[config.mk]
export PLATFORM = sky130hd
export DESIGN_NAME = ir_fetch_sequencer
export DESIGN_NICKNAME = d
export VERILOG_FILES = /design/src/rtl/bc_pkg.sv /design/src/rtl/pc_counter.sv /design/src/rtl/ir_fetch_sequencer.sv
export SDC_FILE = /design/constraint.sdc
export NUM_CORES = 1
export LEC_CHECK = 0
export CORE_MARGIN = 5
export CORE_UTILIZATION = 37
export CTS_CLUSTER_SIZE = 12
export DETAILED_ROUTE_END_ITERATION = 6
export GPL_TIMING_DRIVEN = 0
export PLACE_DENSITY_LB_ADDON = 0.3
export RECOVER_POWER = 100
export SLEW_MARGIN = 20
export SYNTH_ARGS = -nofsm -noshare
export SYNTH_HDL_FRONTEND = slang
export SYNTH_SLANG_ARGS = --single-unit
[constraint.sdc]
create_clock -name Clock -period 1.9 [get_ports Clock]
set_input_delay 0.19 -clock Clock [delete_from_list [all_inputs] [get_ports Clock]]
set_output_delay 0.19 -clock Clock [all_outputs]
set_load 0.01 [all_outputs]
[src/rtl/bc_pkg.sv]
// Shared Basic Computer definitions: fetch FSM states, IR byte selects, address width.
package bc_pkg;

    localparam int ADDR_W_DEFAULT = 8;

    localparam logic IR_LOW  = 1'b0;
    localparam logic IR_HIGH = 1'b1;

    typedef enum logic [2:0] {
        ST_IDLE     = 3'd0,
        ST_FETCH_LO = 3'd1,
        ST_FETCH_HI = 3'd2,
        ST_DECODE   = 3'd3,
        ST_EXEC     = 3'd4,
        ST_HALTED   = 3'd5
    } fetch_state_t;

endpackage

[src/rtl/pc_counter.sv]
// Address register with synchronous reset, load and increment (Reset > Load > Inc).
// Single-cycle update; wraps modulo 2^ADDR_W.
module pc_counter
    import bc_pkg::*;
#(
    parameter int                ADDR_W    = ADDR_W_DEFAULT,
    parameter logic [ADDR_W-1:0] RESET_VAL = '0
) (
    input  logic              Clock,
    input  logic              Reset,
    input  logic              Load,
    input  logic              Inc,
    input  logic [ADDR_W-1:0] LoadValue,
    output logic [ADDR_W-1:0] Count
);

    always_ff @(posedge Clock) begin
        if (Reset) begin
            Count <= RESET_VAL;
        end else if (Load) begin
            Count <= LoadValue;
        end else if (Inc) begin
            Count <= Count + ADDR_W'(1);
        end
    end

endmodule

[src/rtl/ir_fetch_sequencer.sv]
// Two-byte instruction fetch controller: owns PC, strobes the IR, handshakes with control unit.
// Fetch-to-InstrValid is 3 cycles minimum; each byte request is held until MemAck arrives.
module ir_fetch_sequencer
    import bc_pkg::*;
#(
    parameter int                ADDR_W   = ADDR_W_DEFAULT,
    parameter logic [ADDR_W-1:0] RESET_PC = '0
) (
    input  logic              Clock,
    input  logic              Reset,
    input  logic              Start,
    output logic              MemReq,
    output logic [ADDR_W-1:0] MemAddr,
    input  logic              MemAck,
    output logic              IRWrite,
    output logic              IRLH,
    output logic              InstrValid,
    input  logic              ExecDone,
    input  logic              Halt,
    input  logic              PCLoad,
    input  logic [ADDR_W-1:0] PCIn,
    output logic [ADDR_W-1:0] PC,
    output logic              Busy
);

    fetch_state_t state;
    logic         in_fetch;
    logic         pc_load;
    logic         pc_inc;

    assign in_fetch = (state == ST_FETCH_LO) || (state == ST_FETCH_HI);

    // Jumps only land between instructions so a fetch is never split across targets.
    assign pc_load = PCLoad && ((state == ST_IDLE) || (state == ST_EXEC) || (state == ST_HALTED));
    assign pc_inc  = in_fetch && MemAck;

    assign MemReq     = in_fetch;
    assign MemAddr    = PC;
    assign IRLH       = (state == ST_FETCH_HI) ? IR_HIGH : IR_LOW;
    assign IRWrite    = in_fetch && MemAck && !Reset;
    assign InstrValid = (state == ST_DECODE);
    assign Busy       = (state != ST_IDLE) && (state != ST_HALTED);

    pc_counter #(
        .ADDR_W    (ADDR_W),
        .RESET_VAL (RESET_PC)
    ) u_pc (
        .Clock     (Clock),
        .Reset     (Reset),
        .Load      (pc_load),
        .Inc       (pc_inc),
        .LoadValue (PCIn),
        .Count     (PC)
    );

    always_ff @(posedge Clock) begin
        if (Reset) begin
            state <= ST_IDLE;
        end else begin
            case (state)
                ST_IDLE:     if (Start) state <= ST_FETCH_LO;
                ST_FETCH_LO: if (MemAck) state <= ST_FETCH_HI;
                ST_FETCH_HI: if (MemAck) state <= ST_DECODE;
                ST_DECODE:   state <= ST_EXEC;
                ST_EXEC:     if (ExecDone) state <= Halt ? ST_HALTED : ST_FETCH_LO;
                ST_HALTED:   state <= ST_HALTED;
                default:     state <= ST_IDLE;
            endcase
        end
    end

endmodule

# Word-level counts from Yosys, hierarchy flattened
# Cells that the tools add are included.
[word_totals] register_bits=11 in_bits=15 output_inout_bits=21 elab_cells=34
[op_classes] n_addsub=1 n_eq_ne=10 mux=9 n_reduce_logical=12
[ops] cell="$pmux 3 s6" n=1
[ops] cell="$mux 8" n=2
[ops] cell="$mux 3" n=5
[ops] cell="$add 8x1->8 const B" n=1
[ops] cell="$ne 2x2->1 const B" n=4
[ops] cell="$eq 3x2->1 const B" n=2
[ops] cell="$eq 3x3->1 const B" n=2
[ops] cell="$logic_and 1x1->1" n=4
[ops] cell="$reduce_and 4->1" n=1
[ops] cell="$eq 3x1->1 const B" n=1
[ops] cell="$logic_not 3->1" n=1
[ops] cell="$logic_or 1x1->1" n=3
[ops] cell="$ne 3x3->1 const B" n=1
[ops] cell="$reduce_bool 3->1" n=1
[ops] cell="$reduce_bool 2->1" n=1
[ops] cell="$logic_not 1->1" n=1
[ops] cell="$mux 1" n=1

# Depth between registers and ports, before layout
# Gate-level depths: netlist of the first run.
[depth] ltp_word=5 mapped_depth=6 depth_no_buf=5

# Cells and area by module
# From an unflattened synthesis of the first run, not the netlist that was laid out.
[unflattened] hier_cells=93 hier_area_um2=814.5
[by_module_without_submodules] module="pc_counter" n_inst=1 cells_each=53 area_each_um2=464.2 seq_area_each_um2=160.2
[by_module_without_submodules] module="ir_fetch_sequencer" n_inst=1 cells_each=40 area_each_um2=350.3 seq_area_each_um2=60.1

# Least setup slack after synthesis of the first run
# No wires, ideal clock.
[synth_path] path_type="reg2reg" start="register state[2]" end="register u_pc.Count[7]" setup_ns=0.088 arrival_time_ns=1.368 required_ns=1.812 setup_slack_ns=0.444 stages_incl_launch_ff=6 n_path_buf=1 period_less_slack_ns=1.456 path_cell_list="dfxtp_1 > buf_6 > and4b_1 > nand4_2 > or3_1 > a311oi_2"
[synth_via] elab_chain_len=5 word_cells_on_any_way=12 cone_classes="eq/ne: 4; mux: 1; reduce/logical: 7"
[synth_lines] item="start, declared" line_no="ir_fetch_sequencer.sv:26" text="fetch_state_t state;"
[synth_lines] item="start signal, assigned" line_no="ir_fetch_sequencer.sv:65" text="ST_EXEC: if (ExecDone) state <= Halt ? ST_HALTED : ST_FETCH_LO;"
[synth_lines] item="$eq 3x3->1 / $logic_not 3->1 (equally long branches)" line_no="ir_fetch_sequencer.sv:34" text="assign pc_load = PCLoad && ((state == ST_IDLE) || (state == ST_EXEC) || (state == ST_HALTED));"
[synth_lines] item="$logic_or 1x1->1 (2 in a row)" line_no="ir_fetch_sequencer.sv:34"
[synth_lines] item="$logic_and 1x1->1" line_no="ir_fetch_sequencer.sv:34"
[synth_lines] item="$mux 8 / $reduce_bool 2->1 (equally long branches)"
[synth_lines] item="end signal, assigned" line_no="pc_counter.sv:21" text="Count <= LoadValue;"
[synth_lines] item="end signal, assigned" line_no="pc_counter.sv:23" text="Count <= Count + ADDR_W'(1);"
[synth_lines] item="end, declared" line_no="pc_counter.sv:14" text="output logic [ADDR_W-1:0] Count"
# Parallel ways exist; a longest one is shown, timed or not.
# A chain may end at the register's enable or synchronous reset.

# Final worst setup path of the first run
[layout_path] start="register state[0]" end="output MemReq"
[layout_via] elab_chain_len=2 word_cells_on_any_way=3 cone_classes="eq/ne: 2; reduce/logical: 1"
[layout_lines] item="$eq 3x1->1 / $eq 3x2->1 (equally long branches)" line_no="ir_fetch_sequencer.sv:31" text="assign in_fetch = (state == ST_FETCH_LO) || (state == ST_FETCH_HI);"
[layout_lines] item="$logic_or 1x1->1 *" line_no="ir_fetch_sequencer.sv:31"
[layout_lines] item="end, declared" line_no="ir_fetch_sequencer.sv:12" text="output logic MemReq,"
# Every way passes the cells marked *; elsewhere a longest branch is shown, timed or not.

==> results.cfg, run 1 <==
[floorplanning]
dieArea_mm2 = 0.00295
start_util_pct = 37.8
pin_count = 36
die_w_um = 54.3
dieHeight_um = 54.3
placement_rows = 16
core_region_area_mm2 = 0.00192

[worst_hold_path]
hp-class = in2reg
hold-path-cell-count = 3

[pwr]
p_sw_share_pct = 32.2
peakVddDrop_uv = 354
power.net_switching_mw = 0.248
p_per_area_mw_per_mm2 = 678
power_frac_seq_pct = 37.1
p_int_mw = 0.523
p_total_mw = 0.772
leakage_nw = 0.506
comb_power_share_pct = 41.5
clockPowerShare_pct = 21.4

[global_route]
groute.usage.overall_pct = 14.1
grt_pass1_vias = 670
grt_pass1_wl_um = 3070
antenna_found_initial = 0
grt_max_degree = 11
grt-ovfl-total = 0

[placed_design]
hpwl_um = 1390
dp_cells = 146
gp_congestion = 0.702
portBuffers = 35

[synthesis]
ys_seq_area_share_pct = 30.3
synth_top_area_cell = dfxtp_1
ys_async_sr_fraction_pct = 0
netlist_area_um2 = 727
synth-seq-cells = 11
synthDistinctLibCells = 29
synth_area_leaders = dfxtp_1, buf_4, a211oi_1
syn_inst = 84
synth.avg_cell_area_um2 = 8.65
yosysTopAreaCellShare_pct = 30.3
synth_edf_count = 0
synth_warnings = 0
dominantRegCellSynth = dfxtp_1
synthesis.nets = 100

[sta]
rsz0062_at_grt = no
tightest_slew_ns = 0.453
relSlewSlack_pct = 69.8
setup_viol = 0
slew_violations = 0
fin_crit_ns = 1.78
min_period_over_period_pct = 93.9
finalHoldViolCount = 0
skew_ns = 0.00550
fmax_ghz = 0.561

[detailed_routing]
drt-total-wl_um = 1790
wire_per_inst_um = 11.9
drt_iter0_markers = 11
first_pass_iters = 4
detail-route-antenna-nets = 0
drc = 0
viasPerCell = 4.59
vias = 693

[setup_path]
worstSetupStartpointType = register
cp_data_required_time_ns = 1.71
ff2ff_path_depth = 6
crit_path_end_kind = primary output
crit_fanout = 8
crit_type = reg2out
arrival_ns = 1.59

[final_layout]
diodes = 0
nNetsFinal = 141
drive_gt1_share_pct = 14.5
stdcell_count = 151
post-route-util_pct = 59.2
area_growth_pct = 56.6

[clock_network]
max-clock-path-buffers = 2
cts_tree = yes
cts_made_buffers = 3
clk_pin_slew_ns = 0.08
cts-root-buf = clkbuf_4
clk_latency_ns = 0.27
htreeDepth = 1
cts.sinks = 11

[status]
status = finished clean

[job]
max-cap-violations = 0
[power groups by stage]
stage | sequential, mW | clock [mW] | combinational [mW]
final | 0.286 | 0.165 | 0.321
after global routing | 0.291 | 0.181 | 0.357
after CTS | 0.287 | 0.170 | 0.348
after detailed placement | 0.292 | 0 | 0.339
after global placement | 0.291 | 0 | 0.335
after floorplan | 0.297 | 0 | 0.168
[layout make-up]
type / instances / area [um2]
fillers: 192 / 783
clock buffers: 4 / 26.3
well taps: 27 / 33.8
multi-input cells: 59 / 404
flip-flops and latches: 11 / 220
repair buffers: 36 / 357
plain buffers: 13 / 93.8
inverters: 1 / 3.75
[registers in the layout (all words and copies together) (netlist names)]
signal,count
state,3
u_pc.Count,8
[worst max-delay path, stage by stage, from the launching register on]
cell and delay, ns:
dfxtp_1 0.32, buf_4 0.16, xor2_4 0.18, and2b_1 0.14, clkdlybuf4s50_1 0.53
[stage by stage]
step	TNS [ns]	hold slack (ns)	setup slack [ns]	area, um2
3_3_place_gp	-0.0146	0.554	-0.0146	1110
3_5_place_dp	-0.0102	0.558	-0.0102	1110
2_1_floorplan	0	0.258	0.444	727
5_1_grt	0	0.533	0.0410	1140
4_1_cts	0	0.505	0.0999	1150
6_report	0	0.508	0.117	1140
[worst paths after layout]
check / start / end / slack, ns
max: state[0]$_SDFFE_PP0P_ / MemReq / 0.12
min: PCIn[2] / u_pc.Count[2]$_SDFFE_PP0P_ / 0.51
max reg2reg: state[2]$_SDFFE_PP0P_ / u_pc.Count[3]$_SDFFE_PP0P_ / 0.29
min reg2reg: u_pc.Count[7]$_SDFFE_PP0P_ / u_pc.Count[7]$_SDFFE_PP0P_ / 0.55
[Yosys cell counts (2+ instances only)]
cell type,instances
dfxtp_1,11
nand2b_1,3
xor2_1,6
or3_1,2
nand3b_1,3
nand2_1,4
nand3_1,3
nor2_1,13
a21oi_1,2
buf_4,10
a211oi_1,8
and2b_1,2
[layer usage]
layer / GRT usage, % / wire (um) / part of all wire (%) / up-vias
li1: - / - / - / 364
met1: 17.8 / 799 / 45 / 305
met2: 22.5 / 851 / 47 / 22
met3: 4.36 / 129 / 7.2 / 2
met4: 4.98 / 13 / 0.72 / 0
met5: 0 / 0 / 0 / -
[what timing repair did]
action                                  CTS  global route
hold buffers                              0             0
endpoints found under the setup margin    1             0
buffers inserted                          1             0
gates resized for setup                   3             0
[cells in the final DEF (no fill, tap or decap), drive strengths merged, types with 2 or more instances in the layout]
cell type / synthesis / layout
dlygate4sd3: 0 / 19
clkdlybuf4s50: 0 / 15
nor2: 13 / 13
buf: 12 / 12
dfxtp: 11 / 11
a211oi: 8 / 8
xor2: 7 / 7
clkbuf: 1 / 6
nand2: 4 / 4
nand2b: 3 / 3
nand3b: 3 / 3
nand3: 3 / 3
and2b: 2 / 2
or3: 2 / 2
a21oi: 2 / 2
[logic make-up after synthesis]
kind of cell               count (synthesis)  share of synthesized area (%)
DFF                                       11                           30.3
and+or+nand+nor                           36                           27.2
muxes                                      1                           1.38
AOI/OAI and AO/OA                         13                           13.6
xor gates and xnor gates                   8                           12.2
adders and majority gates                  1                           1.72
buffers and inverters                     14                           13.6
No activity file was read; power rests on OpenSTA's default activity.
==> run 2, diff against run 1 <==
--- a/config.mk
+++ b/config.mk
@@ -5,8 +5,11 @@
 export SDC_FILE = /design/constraint.sdc
 export NUM_CORES = 1
 export LEC_CHECK = 0
+export CAP_MARGIN = 20
+export CELL_PAD_IN_SITES_DETAIL_PLACEMENT = 0
+export CELL_PAD_IN_SITES_GLOBAL_PLACEMENT = 1
 export CORE_MARGIN = 5
-export CORE_UTILIZATION = 37
+export CORE_UTILIZATION = 27
 export CTS_CLUSTER_SIZE = 12
 export DETAILED_ROUTE_END_ITERATION = 6
 export GPL_TIMING_DRIVEN = 0
==> results.cfg, run 2 (same netlist as run 1, synthesis figures left out) <==
[status]
status = finished clean

[final_layout]
area_growth_pct = 56.3
final_cell_mix = dlygate4sd3_1, clkdlybuf4s50_1, nor2_1
seq_area_um2 = 220
largest_reg_flops = 8
reg.largest.list = u_pc.Count (8), state (3)
multi_input_area_um2 = 397
final_common_cell = dlygate4sd3_1
diodes = 0
nNetsFinal = 141
fillers = 272
drive_gt1_share_pct = 15.3
regMostFlops = u_pc.Count

[pwr]
comb_power_share_pct = 41.9
leakage_nw = 0.510
peakVddDrop_uv = 329
clockPowerShare_pct = 20.6
p_total_mw = 0.763
power_frac_seq_pct = 37.5
power.net_switching_mw = 0.242
p_sw_share_pct = 31.7
p_int_mw = 0.521
p_per_area_mw_per_mm2 = 672

[floorplanning]
placement_rows = 18
pin_count = 36
die_w_um = 61.9
core_region_area_mm2 = 0.00252
start_util_pct = 28.8
dieHeight_um = 61.9
dieArea_mm2 = 0.00383

[sta]
holdWs_ns = 0.515
relSlewSlack_pct = 67.7
rsz0062_at_grt = no
tightest_slew_ns = 0.485
min_period_over_period_pct = 93.7
finalHoldViolCount = 0
fin_crit_ns = 1.78
setup_viol = 0
fmax_ghz = 0.562
slew_violations = 0
skew_ns = 0.00124

[placed_design]
portBuffers = 35
hpwl_um = 1500
gp_congestion = 0.701

[setup_path]
crit_path_end_kind = primary output
crit_type = reg2out
crit_family = buffers and inverters
worstPathCellList = buf_4 -> xor2_2 -> and2b_1 -> clkdlybuf4s50_1
arrival_ns = 1.59
ff2ff_setup_slack_ns = 0.23
cp_slowest_cell = clkdlybuf4s50_1
worstSetupStartpointType = register
cpPeakStageDelay_ns = 0.53
crit_fanout = 8
cp_data_required_time_ns = 1.71
path_buf_inv = 2

[clock_network]
clk_latency_ns = 0.26
cts_made_buffers = 3
cts.sinks = 11
htreeDepth = 1
cts-root-buf = clkbuf_4
postCtsHoldBufs = 0
cts_tree = yes
clk_pin_slew_ns = 0.07
max-clock-path-buffers = 2

[global_route]
grt-ovfl-total = 0
groute.usage.overall_pct = 10.8
grt_pass1_wl_um = 3080
antenna_found_initial = 0
grt_pass1_vias = 729
grt_max_degree = 11

[detailed_routing]
detail-route-antenna-nets = 0
viasPerCell = 4.59
drt_iter0_markers = 22
vias = 707
drc = 0
drt-total-wl_um = 1920
first_pass_iters = 4
wire_per_inst_um = 12.5

[job]
max-cap-violations = 0

[worst_hold_path]
hp-class = in2reg
[run 2: cell counts in the layout (fill, tap and decap cells not counted)]
Identical to the previous run, type by type.
[run 2: layer usage]
| metal | part of all wire [%] | vias to the layer above | track usage (%) |
|---|---|---|---|
| li1 | - | 368 | - |
| met1 | 44 | 312 | 13.4 |
| met2 | 46 | 24 | 17.8 |
| met3 | 9.2 | 3 | 3.31 |
| met4 | 0.99 | 0 | 3.64 |
| met5 | 0 | - | 0 |
[run 2: power groups by stage]
| stage | Clock, mW | Combinational (mW) | Sequential, mW |
|---|---|---|---|
| after floorplan | 0 | 0.168 | 0.297 |
| after global placement | 0 | 0.339 | 0.292 |
| after detailed placement | 0 | 0.343 | 0.293 |
| after CTS | 0.161 | 0.353 | 0.288 |
| after global routing | 0.168 | 0.351 | 0.292 |
| final | 0.157 | 0.320 | 0.286 |
[run 2: layout make-up]
type,instances,area share (%)
Buffer,13,8.37
Tap cell,30,3.30
Multi-Input combinational cell,59,34.9
Clock buffer,4,2.31
Timing Repair Buffer,36,31.4
Inverter,1,0.330
Sequential cell,11,19.4
[run 2: final timing paths]
path / start / end / cells after the start
max: state[1]$_SDFFE_PP0P_ / MemReq / 4
min: PCIn[0] / u_pc.Count[0]$_SDFFE_PP0P_ / 3
max reg2reg: state[2]$_SDFFE_PP0P_ / u_pc.Count[3]$_SDFFE_PP0P_ / 6
min reg2reg: u_pc.Count[7]$_SDFFE_PP0P_ / u_pc.Count[7]$_SDFFE_PP0P_ / 2
[run 2: worst reg2reg max path: cells and delay by family, from the launching register on]
kind	cells	cell delay [ns]
compound gates	1	0.20
buf+inv	2	0.57
flops	1	0.31
simple gates	3	0.51
[run 2: what timing repair did]
action / 4_1_cts / 5_1_grt
endpoints found under the hold margin: 0 / 0
gates resized for setup: 4 / 0
setup buffers: 1 / 0
endpoints found under the setup margin: 1 / 0
[run 2: metrics by stage]
stage | worst slack [ns] | util (%) | area, um2 | cells | setup TNS [ns]
final | 0.119 | 45.0 | 1140 | 154 | 0
after detailed placement | -0.0131 | 44.2 | 1110 | 149 | -0.0131
after floorplan | 0.444 | - | 727 | 84 | 0
after global placement | -0.0215 | 44.2 | 1110 | 149 | -0.0215
after CTS | 0.107 | 45.7 | 1150 | 154 | 0
after global routing | 0.0246 | 45.0 | 1140 | 154 | 0
